===== src/rtl/cpu_mmu_pkg.sv =====
// rtl/cpu_mmu_pkg.sv - shared state encoding, PTE layout and timeout defaults for the MMU refill controller
package cpu_mmu_pkg;

    typedef enum logic [2:0] {
        ST_IDLE   = 3'd0,
        ST_FETCH0 = 3'd1,
        ST_FETCH1 = 3'd2,
        ST_WRITE  = 3'd3,
        ST_DONE   = 3'd4
    } state_t;

    localparam int PTE_WPM = 15;
    localparam int PTE_RPM = 14;
    localparam int PTE_FPM = 13;
    localparam int PPN_W   = 14;

    localparam int              TMO_W          = 8;
    localparam logic [TMO_W-1:0] TMO_CYCLES_DEF = 8'd255;

    // A page with no write, read or fetch permission is treated as a fault.
    function automatic logic pte_permits(input logic [15:0] word0);
        return word0[PTE_WPM] | word0[PTE_RPM] | word0[PTE_FPM];
    endfunction

endpackage


===== src/rtl/cpu_mmu_refill_tmo.sv =====
// rtl/cpu_mmu_refill_tmo.sv - 8-bit page-table bus timeout counter with clear, enable and expire
module cpu_mmu_refill_tmo
    import cpu_mmu_pkg::*;
#(
    parameter logic [TMO_W-1:0] TMO_CYCLES = TMO_CYCLES_DEF
) (
    input  logic sysclk,
    input  logic sys_rst,
    input  logic clear,
    input  logic enable,
    output logic expire
);

    localparam logic [TMO_W-1:0] LAST = TMO_CYCLES - 1'b1;

    logic [TMO_W-1:0] cnt_q;

    always_ff @(posedge sysclk or posedge sys_rst) begin
        if (sys_rst) begin
            cnt_q <= '0;
        end else if (clear) begin
            cnt_q <= '0;
        end else if (enable) begin
            cnt_q <= cnt_q + 1'b1;
        end
    end

    // Fires on the last waiting cycle so the abort lands TMO_CYCLES after the clear.
    assign expire = enable & ~clear & (cnt_q == LAST);

endmodule


===== src/rtl/cpu_mmu_refill_ctl.sv =====
// rtl/cpu_mmu_refill_ctl.sv - MMU way-miss refill FSM: PTE fetch, permission check, victim tag write (MMU_REFILL_TMO_EN enables bus timeout)
module cpu_mmu_refill_ctl
    import cpu_mmu_pkg::*;
#(
    parameter logic [TMO_W-1:0] TMO_CYCLES = TMO_CYCLES_DEF
) (
    input  logic             sysclk,
    input  logic             sys_rst,
    input  logic             req_i,
    input  logic             HIT0_n,
    input  logic             HIT1_n,
    input  logic [5:0]       lpn_i,
    input  logic [15:0]      pt_base_i,
    output logic             pt_req_o,
    output logic [15:0]      pt_addr_o,
    input  logic             pt_ack_i,
    input  logic [15:0]      pt_data_i,
    output logic             tag_we_o,
    output logic             tag_way_o,
    output logic [PPN_W-1:0] tag_data_o,
    output logic             hit_o,
    output logic             fault_o,
    output logic             tmo_o,
    output logic             busy_o
);

    state_t            state_q, state_d;
    logic              in_fetch, tmo_expire, any_hit, permit;
    logic              way_q, victim_q, fault_q, tmo_q;
    logic [15:0]       addr_q;
    logic [PPN_W-1:0]  ppn_q;

    assign any_hit  = ~HIT0_n | ~HIT1_n;
    assign permit   = pte_permits(pt_data_i);
    assign in_fetch = (state_q == ST_FETCH0) || (state_q == ST_FETCH1);

`ifdef MMU_REFILL_TMO_EN
    cpu_mmu_refill_tmo #(
        .TMO_CYCLES (TMO_CYCLES)
    ) u_tmo (
        .sysclk (sysclk),
        .sys_rst(sys_rst),
        .clear  (~in_fetch | pt_ack_i),
        .enable (in_fetch),
        .expire (tmo_expire)
    );
`else
    logic unused_tmo_cfg;
    assign unused_tmo_cfg = ^TMO_CYCLES;
    assign tmo_expire     = 1'b0;
`endif

    always_ff @(posedge sysclk or posedge sys_rst) begin
        if (sys_rst) begin
            state_q <= ST_IDLE;
        end else begin
            state_q <= state_d;
        end
    end

    always_comb begin
        state_d = state_q;
        case (state_q)
            ST_IDLE: begin
                if (req_i) begin
                    state_d = any_hit ? ST_DONE : ST_FETCH0;
                end
            end
            ST_FETCH0: begin
                if (pt_ack_i) begin
                    state_d = permit ? ST_FETCH1 : ST_IDLE;
                end else if (tmo_expire) begin
                    state_d = ST_IDLE;
                end
            end
            ST_FETCH1: begin
                if (pt_ack_i) begin
                    state_d = ST_WRITE;
                end else if (tmo_expire) begin
                    state_d = ST_IDLE;
                end
            end
            ST_WRITE: state_d = ST_DONE;
            ST_DONE:  state_d = ST_IDLE;
            default:  state_d = ST_IDLE;
        endcase
    end

    // The word address is held in a flop so pt_addr_o is stable while waiting for ack.
    always_ff @(posedge sysclk or posedge sys_rst) begin
        if (sys_rst) begin
            way_q    <= 1'b0;
            victim_q <= 1'b0;
            fault_q  <= 1'b0;
            tmo_q    <= 1'b0;
            addr_q   <= '0;
            ppn_q    <= '0;
        end else begin
            fault_q <= (state_q == ST_FETCH0) && pt_ack_i && !permit;
            tmo_q   <= tmo_expire;
            case (state_q)
                ST_IDLE: begin
                    if (req_i) begin
                        way_q <= any_hit ? HIT0_n : victim_q;
                        if (!any_hit) begin
                            addr_q <= pt_base_i + {9'd0, lpn_i, 1'b0};
                        end
                    end
                end
                ST_FETCH0: begin
                    if (pt_ack_i && permit) begin
                        addr_q <= addr_q + 16'd1;
                    end
                end
                ST_FETCH1: begin
                    if (pt_ack_i) begin
                        ppn_q <= pt_data_i[PPN_W-1:0];
                    end
                end
                ST_WRITE: victim_q <= ~victim_q;
                default: ;
            endcase
        end
    end

    always_comb begin
        pt_req_o   = in_fetch;
        pt_addr_o  = addr_q;
        tag_we_o   = (state_q == ST_WRITE);
        tag_way_o  = way_q;
        tag_data_o = ppn_q;
        hit_o      = (state_q == ST_DONE);
        fault_o    = fault_q;
        tmo_o      = tmo_q;
        busy_o     = (state_q != ST_IDLE);
    end

endmodule

===== config.mk =====
export PLATFORM = sky130hd
export DESIGN_NAME = cpu_mmu_refill_ctl
export DESIGN_NICKNAME = d
export VERILOG_FILES = /design/src/rtl/cpu_mmu_pkg.sv /design/src/rtl/cpu_mmu_refill_tmo.sv /design/src/rtl/cpu_mmu_refill_ctl.sv
export SDC_FILE = /design/constraint.sdc
export NUM_CORES = 1
export LEC_CHECK = 0
export CAP_MARGIN = 15
export CORE_MARGIN = 2
export CORE_UTILIZATION = 41
export DETAILED_ROUTE_END_ITERATION = 8
export PLACE_DENSITY = 0.77
export SYNTH_ARGS = -nofsm -noshare
export SYNTH_HDL_FRONTEND = slang
export SYNTH_SLANG_ARGS = --single-unit
export TNS_END_PERCENT = 1

===== constraint.sdc =====
create_clock -name sysclk -period 1.7 [get_ports sysclk]
set_clock_uncertainty 0.05 [all_clocks]
set_input_delay 0.34 -clock sysclk [delete_from_list [all_inputs] [get_ports sysclk]]
set_output_delay 0.34 -clock sysclk [all_outputs]
set_load 0.05 [all_outputs]

; Word-level counts from Yosys, hierarchy flattened
; Index checks and enable logic that the tools add are counted.
[totals]
ff_bits = 36
rom_bits = 0
latch_bits = 0
elab_cells = 46
input_bits = 44
n_memories = 0
ram_bits = 0
output_inout_bits = 37
[op_classes]
reduce_logical = 12
n_lt_le_gt_ge = 0
bitwise_logic = 6
n_mul = 0
n_shift = 0
div = 0
mux = 11
n_eq_ne = 9
add_sub_neg = 2
[ops]
columns = op, n
row1 = 16-bit 2-to-1 mux, 3
row2 = 16-bit case mux with 2 select lines, 1
row3 = "16-bit by 1-bit adder with 16-bit output, second input constant", 1
row4 = 16-bit by 7-bit adder with 16-bit output, 1
row5 = 3-bit 2-to-1 mux, 4
row6 = 3-bit case mux with 4 select lines, 1
row7 = "2-bit inequality test, second input constant", 4
row8 = "3-bit by 2-bit == test with 1-bit output, second input constant", 2
row9 = 2-bit AND reduction, 2
row10 = 4-bit AND reduction, 1
row11 = "3-bit by 1-bit == test with 1-bit output, second input constant", 1
row12 = "3-bit == test, second input constant", 1
row13 = 1-bit logical AND, 3
row14 = 3-bit logical NOT, 1
row15 = 1-bit inverter, 3
row16 = 1-bit OR, 3
row17 = 3-bit AND reduction, 1
row18 = 3-bit nonzero test, 1
row19 = 2-bit 2-to-1 mux, 1
row20 = "2-bit by 1-bit inequality test with 1-bit output, second input constant", 1
row21 = 2-bit nonzero test, 1
row22 = 1-bit logical NOT, 1
row23 = 1-bit logical OR, 1
row24 = 1-bit 2-to-1 mux, 1

; Longest topological paths before layout
[depth]
ltp_word = 5
mapped_depth = 9
ltp_nobuf = 9

; Least setup slack after synthesis
; Ideal clock, no wire load.
[synth_path]
kind = register -> output
from = register state_q[2]
to = output port tag_we_o
arrival_time_ns = 1.841
n_path_buf = 1
path_slack_ns = -0.531
path_stages_with_launch = 3
required_ns = 1.310
cell_sequence = dfrtp_1 -> buf_2 -> nor3b_1
[synth_between]
elab_chain_len = 1
[synth_lines]
columns = item, line_no
row1 = start: declaration, cpu_mmu_refill_ctl.sv:27  ; state_t state_q, state_d;
row2 = start signal: assignment, cpu_mmu_refill_ctl.sv:57  ; state_q <= state_d;
row3 = 3-bit by 2-bit == test with 1-bit output, cpu_mmu_refill_ctl.sv:129  ; tag_we_o = (state_q == ST_WRITE);
row4 = end: declaration, cpu_mmu_refill_ctl.sv:18  ; output logic tag_we_o,
; No other way between the ends.

; Worst setup path after layout
[layout_path]
from = input port pt_base_i[1]
to = register addr_q[7], in the netlist pt_addr_o[7]
[layout_between]
elab_chain_len = 4
[layout_lines]
columns = item, line_no
row1 = start: declaration, cpu_mmu_refill_ctl.sv:13  ; input logic [15:0] pt_base_i,
row2 = 16-bit by 7-bit adder with 16-bit output, cpu_mmu_refill_ctl.sv:106  ; addr_q <= pt_base_i + {9'd0, lpn_i, 1'b0};
row3 = 16-bit 2-to-1 mux, cpu_mmu_refill_ctl.sv:105  ; if (!any_hit) begin
row4 = 16-bit 2-to-1 mux, cpu_mmu_refill_ctl.sv:103  ; if (req_i) begin
row5 = 16-bit case mux with 2 select lines, cpu_mmu_refill_ctl.sv:101  ; case (state_q)
row6 = end signal: assignment, cpu_mmu_refill_ctl.sv:106
row7 = end signal: assignment, cpu_mmu_refill_ctl.sv:112  ; addr_q <= addr_q + 16'd1;
row8 = end: declaration, cpu_mmu_refill_ctl.sv:30  ; logic [15:0] addr_q;
; No other way between the ends. The select of a mux whose other input is x is not followed.
; A chain may end at the register's enable or synchronous reset.

==> out/metrics.cfg <==
[status]
status = complete, but fails checks
violations = negative setup slack

[layout]
utilization_pct = 77.9
stdcell_count = 454
num_antenna_cells = 0
nNetsFinal = 435
area_delta_synth_final_pct = 80.0
layout-drive-gt1-share_pct = 44.3

[pwr]
cellLeakagePower_nw = 1.78
power_density_nw_per_um2 = 1810
peakVddDrop_uv = 1410

[die]
die_area_sq_um = 6060
initial_core_util_pct = 43.3
core_area_sq_um = 5170
fp.dieW_microns = 77.9
die_y_microns = 77.9
num_io_pins = 81
rows = 26

[worst_setup_path]
crit_path_max_fanout = 6
cp_data_required_time_ns = 1.86
r2r_start = state_q[1]$_DFFE_PP0P_
r2r_end = pt_addr_o[9]$_DFFE_PP0P_
reg2reg_depth = 8
end_kind = flip-flop
reg2reg_slack_ns = -0.02
crit_type = input pin to flip-flop
startpoint_type = input pin
critPathArrivalTime_ns = 1.90

[synthesis]
yosys.area.top_type_share_pct = 40.3
ys_seq_area_share_pct = 40.3
synthTopCellsByArea = dfrtp_1 40%, mux2_2 7.0%, a21oi_1 6.5%, ha_1 3.9%, nand2_1 3.5%
syn_area_sq_um = 2240
synth_top_area_cell = dfrtp_1
synth_seq_cells = 36
synth_edf_count = 0
synth_cell_types = 48
synthCells = 243
synth_common_cells = 36 x dfrtp_1, 29 x a21oi_1, 21 x nand2_1, 19 x nor2_1, 15 x o21ai_0
syn_avg_cell_area_sq_um = 9.21
postSynth.asyncResetShare_pct = 100
synth_nets = 295
synth.most_common_cell = dfrtp_1
synth_warnings = 0
synth_top_flop_cell = dfrtp_1

[detailed_routing]
ant_nets = 0
finalWirelength_microns = 6830
num_vias = 2406
drc = 0
wl_per_cell_microns = 15.1
dr.pass1.iters = 5
via_per_inst = 5.30
first_iter_violations = 122

[timing]
rsz0062_at_grt = true
setup_viol = 12
fmax_mhz = 573
setup_slack_ns = -0.0451
slew_viol_final = 0
min_period_ns = 1.75
hold_viol_final = 0
fin_setup_tns_ns = -0.280
finalCritPeriodShare_pct = 103

[placed_design]
place_ws_ns = -0.997
placedCellCount = 439
io_buffers = 79
place.gp.congestion = 0.833
hpwl_microns = 4770

[global_routing]
grtUsageTotal_pct = 22.7
antenna_found_initial = 0
overflow = 0
grt_max_degree = 37
grt_pass1_wl_microns = 11200
grt_pass1_vias = 2486

[clock_network]
clk_pin_slew_ns = 0.07
clock_latency_ns = 0.28
cts_tree = done
holdBufCountCts = 0
clock_sinks = 36
ctsRootBufferMaster = clkbuf_8
numCtsBuffers = 5
cts_buffer_depth = 2
h-tree-depth = 2

[flow_run]
cap_violations = 0

[worst_hold_path]
hp-class = input pin to asynchronous set/reset pin

==> worst max path at each step <==
stage / from / endpoint / slack [ns] / cells past startpoint
after floorplan: pt_addr_o[0]$_DFFE_PP0P_ / pt_addr_o[12]$_DFFE_PP0P_ / -0.44 / 7
after global placement: lpn_i[0] / pt_addr_o[13]$_DFFE_PP0P_ / -0.92 / 10
after detailed placement: lpn_i[0] / pt_addr_o[13]$_DFFE_PP0P_ / -1.0 / 10
after CTS: pt_base_i[1] / pt_addr_o[7]$_DFFE_PP0P_ / -0.08 / 10
after global routing: pt_base_i[1] / pt_addr_o[7]$_DFFE_PP0P_ / -0.09 / 10
final: pt_base_i[1] / pt_addr_o[7]$_DFFE_PP0P_ / -0.05 / 10
==> placed cells by master (no fill, tap or decap), types with 3 or more instances in the layout <==
master	Yosys	layout
buf_12	0	18
a31oi_1	5	5
mux2_2	14	14
a21oi_1	29	24
xor2_1	5	3
inv_2	0	3
clkdlybuf4s50_1	0	27
dlymetal6s2s_1	0	3
a21oi_2	0	3
o21ai_0	15	8
dfrtp_1	36	34
nand3_1	9	9
nor2_1	19	15
xnor2_1	4	4
nor2_2	1	5
clkdlybuf4s15_1	0	3
o21ai_1	1	6
o22ai_1	4	4
inv_1	13	10
ha_4	0	6
dlygate4sd2_1	0	6
buf_4	1	76
o31a_1	3	3
buf_6	0	5
nor3_1	6	3
and3_1	4	4
clkbuf_8	0	5
nand2_1	21	19
nand4_1	4	4
nand2b_1	5	3
==> sequential cells by signal, indices dropped and copies added (netlist names) <==
register / cells
pt_addr_o: 16
fault_o: 1
tag_way_o: 1
state_q: 3
tag_data_o: 14
victim_q: 1
==> final cells by class <==
cell class,instances,area [sq um]
fillers,315,1140
repair buffers,140,1390
clock inverters,2,35.0
inverters,13,48.8
flip-flops and latches,36,903
well taps,70,87.6
clock buffers,6,72.6
multi-input cells,187,1490
==> cells by family after synthesis <==
logic type | after synthesis | synth area share (%)
mux | 15 | 7.49
compound gates | 72 | 20.2
xor+xnor | 9 | 3.52
flops | 36 | 40.3
buf+inv | 20 | 3.80
other cells | 1 | 0.168
fa+ha+maj | 8 | 4.81
simple gates | 82 | 19.7
==> worst max-delay path, stage by stage <==
cell and delay, ns:
buf_6 0.08, ha_4 0.14, inv_2 0.04, fa_2 0.34, nand2b_4 0.16, a21oi_4 0.16
o21ai_4 0.10, nor3b_2 0.16, o31a_1 0.28, a21oi_1 0.11
==> metrics by stage <==
step	hold slack [ns]	cell area [sq um]	total power [mW]
finish	0.383	4030	7.29
detailed placement	0.408	3620	6.28
CTS	0.388	3960	7.24
global route	0.407	4030	7.66
floorplan	0.387	2240	4.14
global placement	0.406	3620	6.19
==> report_power, final <==
| part | total (mW) | switching (mW) | internal [mW] |
|---|---|---|---|
| clock network | 0.734 | 0.298 | 0.435 |
| logic | 4.98 | 2.81 | 2.17 |
| registers | 1.57 | 0.312 | 1.26 |
| total | 7.29 | 3.42 | 3.87 |
==> timing repair <==
| item | CTS | global route |
|---|---|---|
| pin swaps | 24 | 19 |
| setup buffers | 7 | 1 |
| endpoints found under the setup margin | 20 | 33 |
| gates resized for setup | 73 | 16 |
| cloned | 0 | 0 |
==> layer usage <==
layer	up-vias	share of wire (%)	GRT usage [%]
met2	78	51	41.3
met1	1166	43	27.3
met3	4	5.0	4.77
met4	0	0.51	4.82
li1	1158	-	-
met5	-	0	0
(Power assumes the default switching activity.)
